$ cat src/rtl/pwm_capture_pkg.sv
// rtl/pwm_capture_pkg.sv - shared state encoding and duty scale for the PWM capture/generator pair
package pwm_capture_pkg;

  typedef enum logic [1:0] {
    ST_IDLE = 2'd0,
    ST_HIGH = 2'd1,
    ST_LOW  = 2'd2
  } pwm_state_t;

  localparam int PWM_DUTY_W = 4;

  function automatic int duty_max(input int w);
    return (1 << w) - 1;
  endfunction

  localparam int DUTY_MAX = duty_max(PWM_DUTY_W);

endpackage

$ cat src/rtl/pwm_div.sv
// rtl/pwm_div.sv - restoring divider producing floor(num * 2^DUTY_W / den), one bit per cycle
module pwm_div #(
  parameter int CNT_W  = 16,
  parameter int DUTY_W = 4
) (
  input  logic              clk,
  input  logic              rst,
  input  logic              i_start,
  input  logic              i_abort,
  input  logic [CNT_W-1:0]  i_num,
  input  logic [CNT_W-1:0]  i_den,
  output logic              o_busy,
  output logic              o_done,
  output logic [DUTY_W-1:0] o_q
);

  localparam int QW = $clog2(DUTY_W + 1);

  logic [CNT_W-1:0]  r_rem;
  logic [CNT_W-1:0]  r_den;
  logic [DUTY_W-1:0] r_q;
  logic [QW-1:0]     r_cnt;
  logic              r_busy;
  logic              r_done;
  logic              r_sat;

  logic [CNT_W-1:0]  w_rem_in;
  logic [CNT_W-1:0]  w_den;
  logic [CNT_W:0]    w_shift;
  logic              w_ge;
  logic [CNT_W-1:0]  w_rem_nx;

  // The start cycle already resolves the MSB, so the quotient is ready after DUTY_W edges.
  always_comb begin
    w_rem_in = r_rem;
    w_den    = r_den;
    if (i_start) begin
      w_den    = i_den;
      w_rem_in = (i_num >= i_den) ? '0 : i_num;
    end
    w_shift  = {w_rem_in, 1'b0};
    w_ge     = (w_shift >= {1'b0, w_den});
    w_rem_nx = w_ge ? (w_shift[CNT_W-1:0] - w_den) : w_shift[CNT_W-1:0];
  end

  always_ff @(posedge clk or negedge rst) begin
    if (!rst) begin
      r_rem  <= '0;
      r_den  <= '0;
      r_q    <= '0;
      r_cnt  <= '0;
      r_busy <= 1'b0;
      r_done <= 1'b0;
      r_sat  <= 1'b0;
    end else if (i_abort) begin
      r_busy <= 1'b0;
      r_done <= 1'b0;
    end else begin
      r_done <= 1'b0;
      if (i_start) begin
        r_den  <= i_den;
        r_sat  <= (i_num >= i_den);
        r_rem  <= w_rem_nx;
        r_q    <= DUTY_W'(w_ge);
        r_cnt  <= QW'(DUTY_W - 1);
        r_busy <= (DUTY_W > 1);
        r_done <= (DUTY_W == 1);
      end else if (r_busy) begin
        r_rem <= w_rem_nx;
        r_q   <= (r_q << 1) | DUTY_W'(w_ge);
        r_cnt <= r_cnt - QW'(1);
        if (r_cnt == QW'(1)) begin
          r_busy <= 1'b0;
          r_done <= 1'b1;
        end
      end
    end
  end

  // Busy covers the hand-off cycle too, so a new period cannot clobber an unread quotient.
  assign o_busy = r_busy | r_done;
  assign o_done = r_done;
  assign o_q    = r_sat ? '1 : r_q;

endmodule

$ cat src/rtl/pwm_capture.sv
// rtl/pwm_capture.sv - measures PWM high time and period, converts them to a duty code
module pwm_capture
  import pwm_capture_pkg::*;
#(
  parameter int CNT_W       = 16,
  parameter int DUTY_W      = PWM_DUTY_W,
  parameter int SYNC_STAGES = 2
) (
  input  logic              clk,
  input  logic              rst,
  input  logic              enable,
  input  logic              pwm_in,
  output logic [DUTY_W-1:0] duty,
  output logic [CNT_W-1:0]  high_cnt,
  output logic [CNT_W-1:0]  period_cnt,
  output logic              valid,
  output logic              timeout,
  output logic              overrun
);

  localparam logic [CNT_W-1:0]  CNT_MAX   = '1;
  localparam logic [DUTY_W-1:0] DUTY_ONES = DUTY_W'(duty_max(DUTY_W));

  logic [SYNC_STAGES-1:0] r_sync;
  logic                   r_s_d;
  logic                   w_s, w_rise, w_fall;

  pwm_state_t       r_state, w_state_n;
  logic [CNT_W-1:0] r_hc, r_pc, r_h_lat, r_h_pend, r_p_pend;
  logic             w_tmo, w_close, w_restart, w_latch, w_stuck_hi, w_stuck_lo;

  logic              w_div_busy, w_div_done, w_div_start;
  logic [DUTY_W-1:0] w_div_q;

  logic [DUTY_W-1:0] r_duty;
  logic [CNT_W-1:0]  r_high, r_period;
  logic              r_valid, r_timeout, r_overrun;

  always_ff @(posedge clk or negedge rst) begin
    if (!rst) begin
      r_sync <= '0;
      r_s_d  <= 1'b0;
    end else begin
      r_sync <= {r_sync[SYNC_STAGES-2:0], pwm_in};
      r_s_d  <= w_s;
    end
  end

  assign w_s    = r_sync[SYNC_STAGES-1];
  assign w_rise = w_s & ~r_s_d;
  assign w_fall = ~w_s & r_s_d;
  assign w_tmo  = (r_pc == CNT_MAX);

  always_ff @(posedge clk or negedge rst) begin
    if (!rst) r_state <= ST_IDLE;
    else      r_state <= w_state_n;
  end

  // A rise in LOW closes the period even when the counter has just hit its limit.
  always_comb begin
    w_state_n  = r_state;
    w_close    = 1'b0;
    w_restart  = 1'b0;
    w_latch    = 1'b0;
    w_stuck_hi = 1'b0;
    w_stuck_lo = 1'b0;
    if (!enable) begin
      w_state_n = ST_IDLE;
    end else begin
      case (r_state)
        ST_IDLE: if (w_rise) begin
          w_state_n = ST_HIGH;
          w_restart = 1'b1;
        end
        ST_HIGH: if (w_tmo) begin
          w_stuck_hi = 1'b1;
          w_state_n  = ST_IDLE;
        end else if (w_fall) begin
          w_latch   = 1'b1;
          w_state_n = ST_LOW;
        end
        ST_LOW: if (w_rise) begin
          w_close   = 1'b1;
          w_restart = 1'b1;
          w_state_n = ST_HIGH;
        end else if (w_tmo) begin
          w_stuck_lo = 1'b1;
          w_state_n  = ST_IDLE;
        end
        default: w_state_n = ST_IDLE;
      endcase
    end
  end

  always_ff @(posedge clk or negedge rst) begin
    if (!rst) begin
      r_hc    <= '0;
      r_pc    <= '0;
      r_h_lat <= '0;
    end else begin
      if (w_state_n == ST_IDLE) begin
        r_hc <= '0;
        r_pc <= '0;
      end else if (w_restart) begin
        r_hc <= CNT_W'(1);
        r_pc <= CNT_W'(1);
      end else begin
        r_pc <= r_pc + CNT_W'(1);
        if (r_state == ST_HIGH) r_hc <= r_hc + CNT_W'(1);
      end
      if (w_latch) r_h_lat <= r_hc;
    end
  end

  assign w_div_start = w_close & ~w_div_busy;

  pwm_div #(
    .CNT_W  (CNT_W),
    .DUTY_W (DUTY_W)
  ) u_div (
    .clk     (clk),
    .rst     (rst),
    .i_start (w_div_start),
    .i_abort (~enable),
    .i_num   (r_h_lat),
    .i_den   (r_pc),
    .o_busy  (w_div_busy),
    .o_done  (w_div_done),
    .o_q     (w_div_q)
  );

  always_ff @(posedge clk or negedge rst) begin
    if (!rst) begin
      r_duty    <= '0;
      r_high    <= '0;
      r_period  <= '0;
      r_valid   <= 1'b0;
      r_timeout <= 1'b0;
      r_overrun <= 1'b0;
      r_h_pend  <= '0;
      r_p_pend  <= '0;
    end else begin
      r_valid   <= 1'b0;
      r_timeout <= 1'b0;
      if (!enable)                    r_overrun <= 1'b0;
      else if (w_close && w_div_busy) r_overrun <= 1'b1;
      if (w_div_start) begin
        r_h_pend <= r_h_lat;
        r_p_pend <= r_pc;
      end
      if (w_stuck_hi) begin
        r_valid   <= 1'b1;
        r_timeout <= 1'b1;
        r_duty    <= DUTY_ONES;
        r_high    <= CNT_MAX;
        r_period  <= CNT_MAX;
      end else if (w_stuck_lo) begin
        r_valid   <= 1'b1;
        r_timeout <= 1'b1;
        r_duty    <= '0;
        r_high    <= '0;
        r_period  <= CNT_MAX;
      end else if (w_div_done && enable) begin
        r_valid  <= 1'b1;
        r_duty   <= w_div_q;
        r_high   <= r_h_pend;
        r_period <= r_p_pend;
      end
    end
  end

  assign duty       = r_duty;
  assign high_cnt   = r_high;
  assign period_cnt = r_period;
  assign valid      = r_valid;
  assign timeout    = r_timeout;
  assign overrun    = r_overrun;

endmodule

$ cat config.mk
export PLATFORM = sky130hd
export DESIGN_NAME = pwm_capture
export DESIGN_NICKNAME = d
export VERILOG_FILES = /design/src/rtl/pwm_capture_pkg.sv /design/src/rtl/pwm_div.sv /design/src/rtl/pwm_capture.sv
export SDC_FILE = /design/constraint.sdc
export NUM_CORES = 1
export LEC_CHECK = 0
export CELL_PAD_IN_SITES_DETAIL_PLACEMENT = 0
export CELL_PAD_IN_SITES_GLOBAL_PLACEMENT = 1
export CORE_MARGIN = 5
export CORE_UTILIZATION = 45
export CTS_CLUSTER_DIAMETER = 50
export CTS_CLUSTER_SIZE = 20
export DETAILED_ROUTE_END_ITERATION = 16
export GPL_TIMING_DRIVEN = 0
export PLACE_DENSITY_LB_ADDON = 0.12
export SYNTH_ARGS = -nofsm -noshare
export SYNTH_HDL_FRONTEND = slang
export SYNTH_SLANG_ARGS = --single-unit
$ cat constraint.sdc
create_clock -name clk -period 5.9 [get_ports clk]
set_clock_uncertainty 0.15 [all_clocks]
set_input_delay 0.59 -clock clk [delete_from_list [all_inputs] [get_ports clk]]
set_output_delay 0.59 -clock clk [all_outputs]
set_load 0.03 [all_outputs]
==> flow_summary.yaml <==
die:
  die_x_um: 144.6
  die_y_um: 144.6
  initial_core_util_pct: 45.56
  coreArea_um2: 17900
  io_pins: 43
  rows: 49
  dieArea_um2: 20920
setup_path:
  rr_startpoint: "r_pc[2]$_DFF_PN0_"
  cp_slowest_stage_delay_ns: 0.70
  startpoint: "r_pc[2]$_DFF_PN0_"
  required_ns: 6.02
  critPathMaxFanout: 10
  crit_type: "reg2reg"
  ff2ff_path_depth: 19
  worst_path_max_delay_cell: "a2111oi_4"
  cp-end-kind: "register"
  r2r_setup_slack_ns: 0.26
  crit_end: "u_div.r_rem[10]$_DFFE_PN0P_"
  start_kind: "register"
  path_cells: "inv_1 > ha_1 > a21o_1 > a31oi_1 > o21ai_1 > a2111o_1 > a2111oi_4 > buf_4 > a22o_1 > ha_1 > a21o_1 > a31o_2 > nor3_1 > o21a_1 > nor2_1 > o311a_1 > clkbuf_1 > o21ai_0 > a31oi_1"
  cp_data_arrival_time_ns: 5.76
  r2r_end: "u_div.r_rem[10]$_DFFE_PN0P_"
yosys:
  synth.distinct_cells: 59
  synth-seq-cells: 166
  synth_ff_type: "dfrtp_1"
  syn-num-nets: 900
  avgSynthCellArea_um2: 9.495
  yosysSeqAreaShare_pct: 50.93
  syn-cell-area_um2: 8157
  ys.warnings.count: 0
  synthArstFlopShare_pct: 100.0
  syn_inst: 859
  synth_edf_count: 0
final_layout:
  final_nets: 963
  final_cell_mix: "195 x nand2_1, 166 x dfrtp_1, 66 x nor2_1, 52 x o21ai_0, 43 x inv_1"
  fill_cells: 1636
  regArea_um2: 4154
  multi_input_area_um2: 3690
  area_growth_pct: 16.51
  antenna_cells: 0
  drive_gt1_share_pct: 7.181
  final_common_cell: "nand2_1"
clock_network:
  clockBufferDepth: 2
  clk_pin_slew_ns: 0.06
  clk_latency_ns: 0.42
  cts_tree: "built"
  clock-sinks: 166
  cts_buffers: 17
  cts_root_buf: "clkbuf_16"
  htreeDepth: 4
hold_path:
  hold_class: "reg2reg"
global_routing:
  track_usage_pct: 21.70
  grt_pass1_wl_um: 34900
  grt_max_degree: 110
  grt_pass1_vias: 6437
  grt-ovfl-total: 0
  antenna_found_initial: 0
sta:
  tns_ns: 0
  rsz0062_at_grt: "no"
  fmaxAchievable_mhz: 177.4
  slew_violations: 0
  setup_ws_ns: 0.2637
  fin_crit_ns: 5.636
  final-setup-viol-count: 0
  worst_pin_slew_ns: 1.103
  hold_violations: 0
  min_period_over_period_pct: 95.53
  slew_headroom_pct: 25.87
run:
  cap_violations: 0
detailed_routing:
  avgViaCountPerCell: 5.469
  drtIter0Drc: 399
  dr.pass1.iters: 7
  antenna_left: 0
  drt-total-wl_um: 21480
  vias: 6355
  drcViolationCount: 0
  avgRoutedWirePerCell_um: 18.48
status:
  run_status: "finished clean"
placement:
  place_ws_ns: 0.1174
  routabilityCongestion: 0.9047
  dpl.hpwl_um: 15520
  io_buffers: 42
power:
  ir_drop_v: 0.0002174
  powerDensity_nw_per_um2: 330.6
  p_leak_nw: 4.572
==> kinds of logic (layout without fill, tap and decap cells) <==
group	count (synthesis)	in the layout	synth area share, %
adders and majority gates	37	37	5.768
and+or+nand+nor	358	358	18.85
xor gates and xnor gates	37	37	3.973
DFF	166	166	50.93
muxes	32	32	4.172
AOI/OAI and AO/OA	150	150	12.47
buffers and inverters	79	153	3.835
==> synth_stat cells (3+ instances only) <==
library cell    n  area (µm²)
a21boi_0        4       30.03
nor2b_1         8       50.05
or2_2           3       18.77
o21a_1          3       22.52
nor3_1          7       35.03
a31oi_1        14       87.58
a22o_1         15       131.4
nand2b_1        5       31.28
ha_1           36       450.4
mux2_2         16       180.2
a21o_1          5       37.54
nand3_1        42       210.2
and3_1          5       31.28
xor2_1         14       122.6
clkbuf_1       28       105.1
and2_1          5       31.28
dfrtp_1       166        4154
buf_2           4       20.02
inv_1          43       161.4
o211ai_1        4       30.03
xnor2_1        23       201.4
a21oi_1        25       125.1
o31ai_1         3       22.52
or3_1           7       43.79
nand2_1       195       732.0
nand4_1         8       50.05
o21ai_0        52       260.3
nor2_1         66       247.7
mux2i_1        16       160.2
==> worst min-delay path by stage <==
stage / slack (ns) / to / from / cells after the start
finish: 0.20 / r_sync[1]$_DFF_PN0_ / r_sync[0]$_DFF_PN0_ / 0
global route: 0.22 / r_sync[1]$_DFF_PN0_ / r_sync[0]$_DFF_PN0_ / 0
CTS: 0.20 / r_sync[1]$_DFF_PN0_ / r_sync[0]$_DFF_PN0_ / 0
detailed placement: 0.19 / r_sync[1]$_DFF_PN0_ / r_sync[0]$_DFF_PN0_ / 0
global placement: 0.18 / r_sync[1]$_DFF_PN0_ / r_sync[0]$_DFF_PN0_ / 0
floorplan: 0.14 / duty[0]$_DFFE_PN0P_ / rst / 0
==> metal layers <==
layer	wire length [µm]	global-route usage, %	share of wire, %	vias up
met1	10060	30.93	47	3124
met4	480	7.118	2.2	0
met3	1120	3.770	5.2	27
met2	9820	33.77	46	160
li1	-	-	-	3044
met5	0	0	0	-
==> report_power, final <==
part	internal (W)	switching (W)	leakage, nW
Clock	0.000668	0.000469	0.281
Combinational	0.000312	0.000472	2.00
Sequential	0.00119	0.0000346	2.29
Total	0.00217	0.000975	4.57
==> worst max-delay path, delay by kind of cell (launching register included) <==
family | cells | cell delay [ns]
AND/OR/NAND/NOR | 2 | 0.24
AO/OA/AOI/OAI | 12 | 3.31
adder cells (fa/ha/maj) | 2 | 0.61
buffers and inverters | 3 | 0.71
flip-flops | 1 | 0.46
==> per-stage QoR <==
step | utilization (%) | instances | instance area, µm² | power [W] | hold slack [ns]
floorplan | - | 859 | 8157 | 0.001809 | 0.1444
global placement | 49.51 | 1130 | 8864 | 0.001992 | 0.1839
detailed placement | 49.69 | 1131 | 8896 | 0.002013 | 0.1855
CTS | 53.08 | 1162 | 9503 | 0.003161 | 0.2003
global route | 53.08 | 1162 | 9503 | 0.003298 | 0.2221
finish | 53.08 | 1162 | 9503 | 0.003142 | 0.1990
==> cell type report <==
class                           instances  share of cell area [%]
Multi-Input combinational cell        614                   38.83
Buffer                                 36                   1.593
Clock inverter                         13                   1.804
Sequential cell                       166                   43.71
Inverter                               43                   1.698
Clock buffer                           17                   4.477
Tap cell                              229                   3.015
Timing Repair Buffer                   44                   4.872
==> repair_timing <==
item,CTS,global route
hold buffers,1,0
gates resized for setup,0,0
buffers inserted,0,0
endpoints found under the setup margin,0,3
endpoints found under the hold margin,57,0
Power figures use the tool's default switching activity.
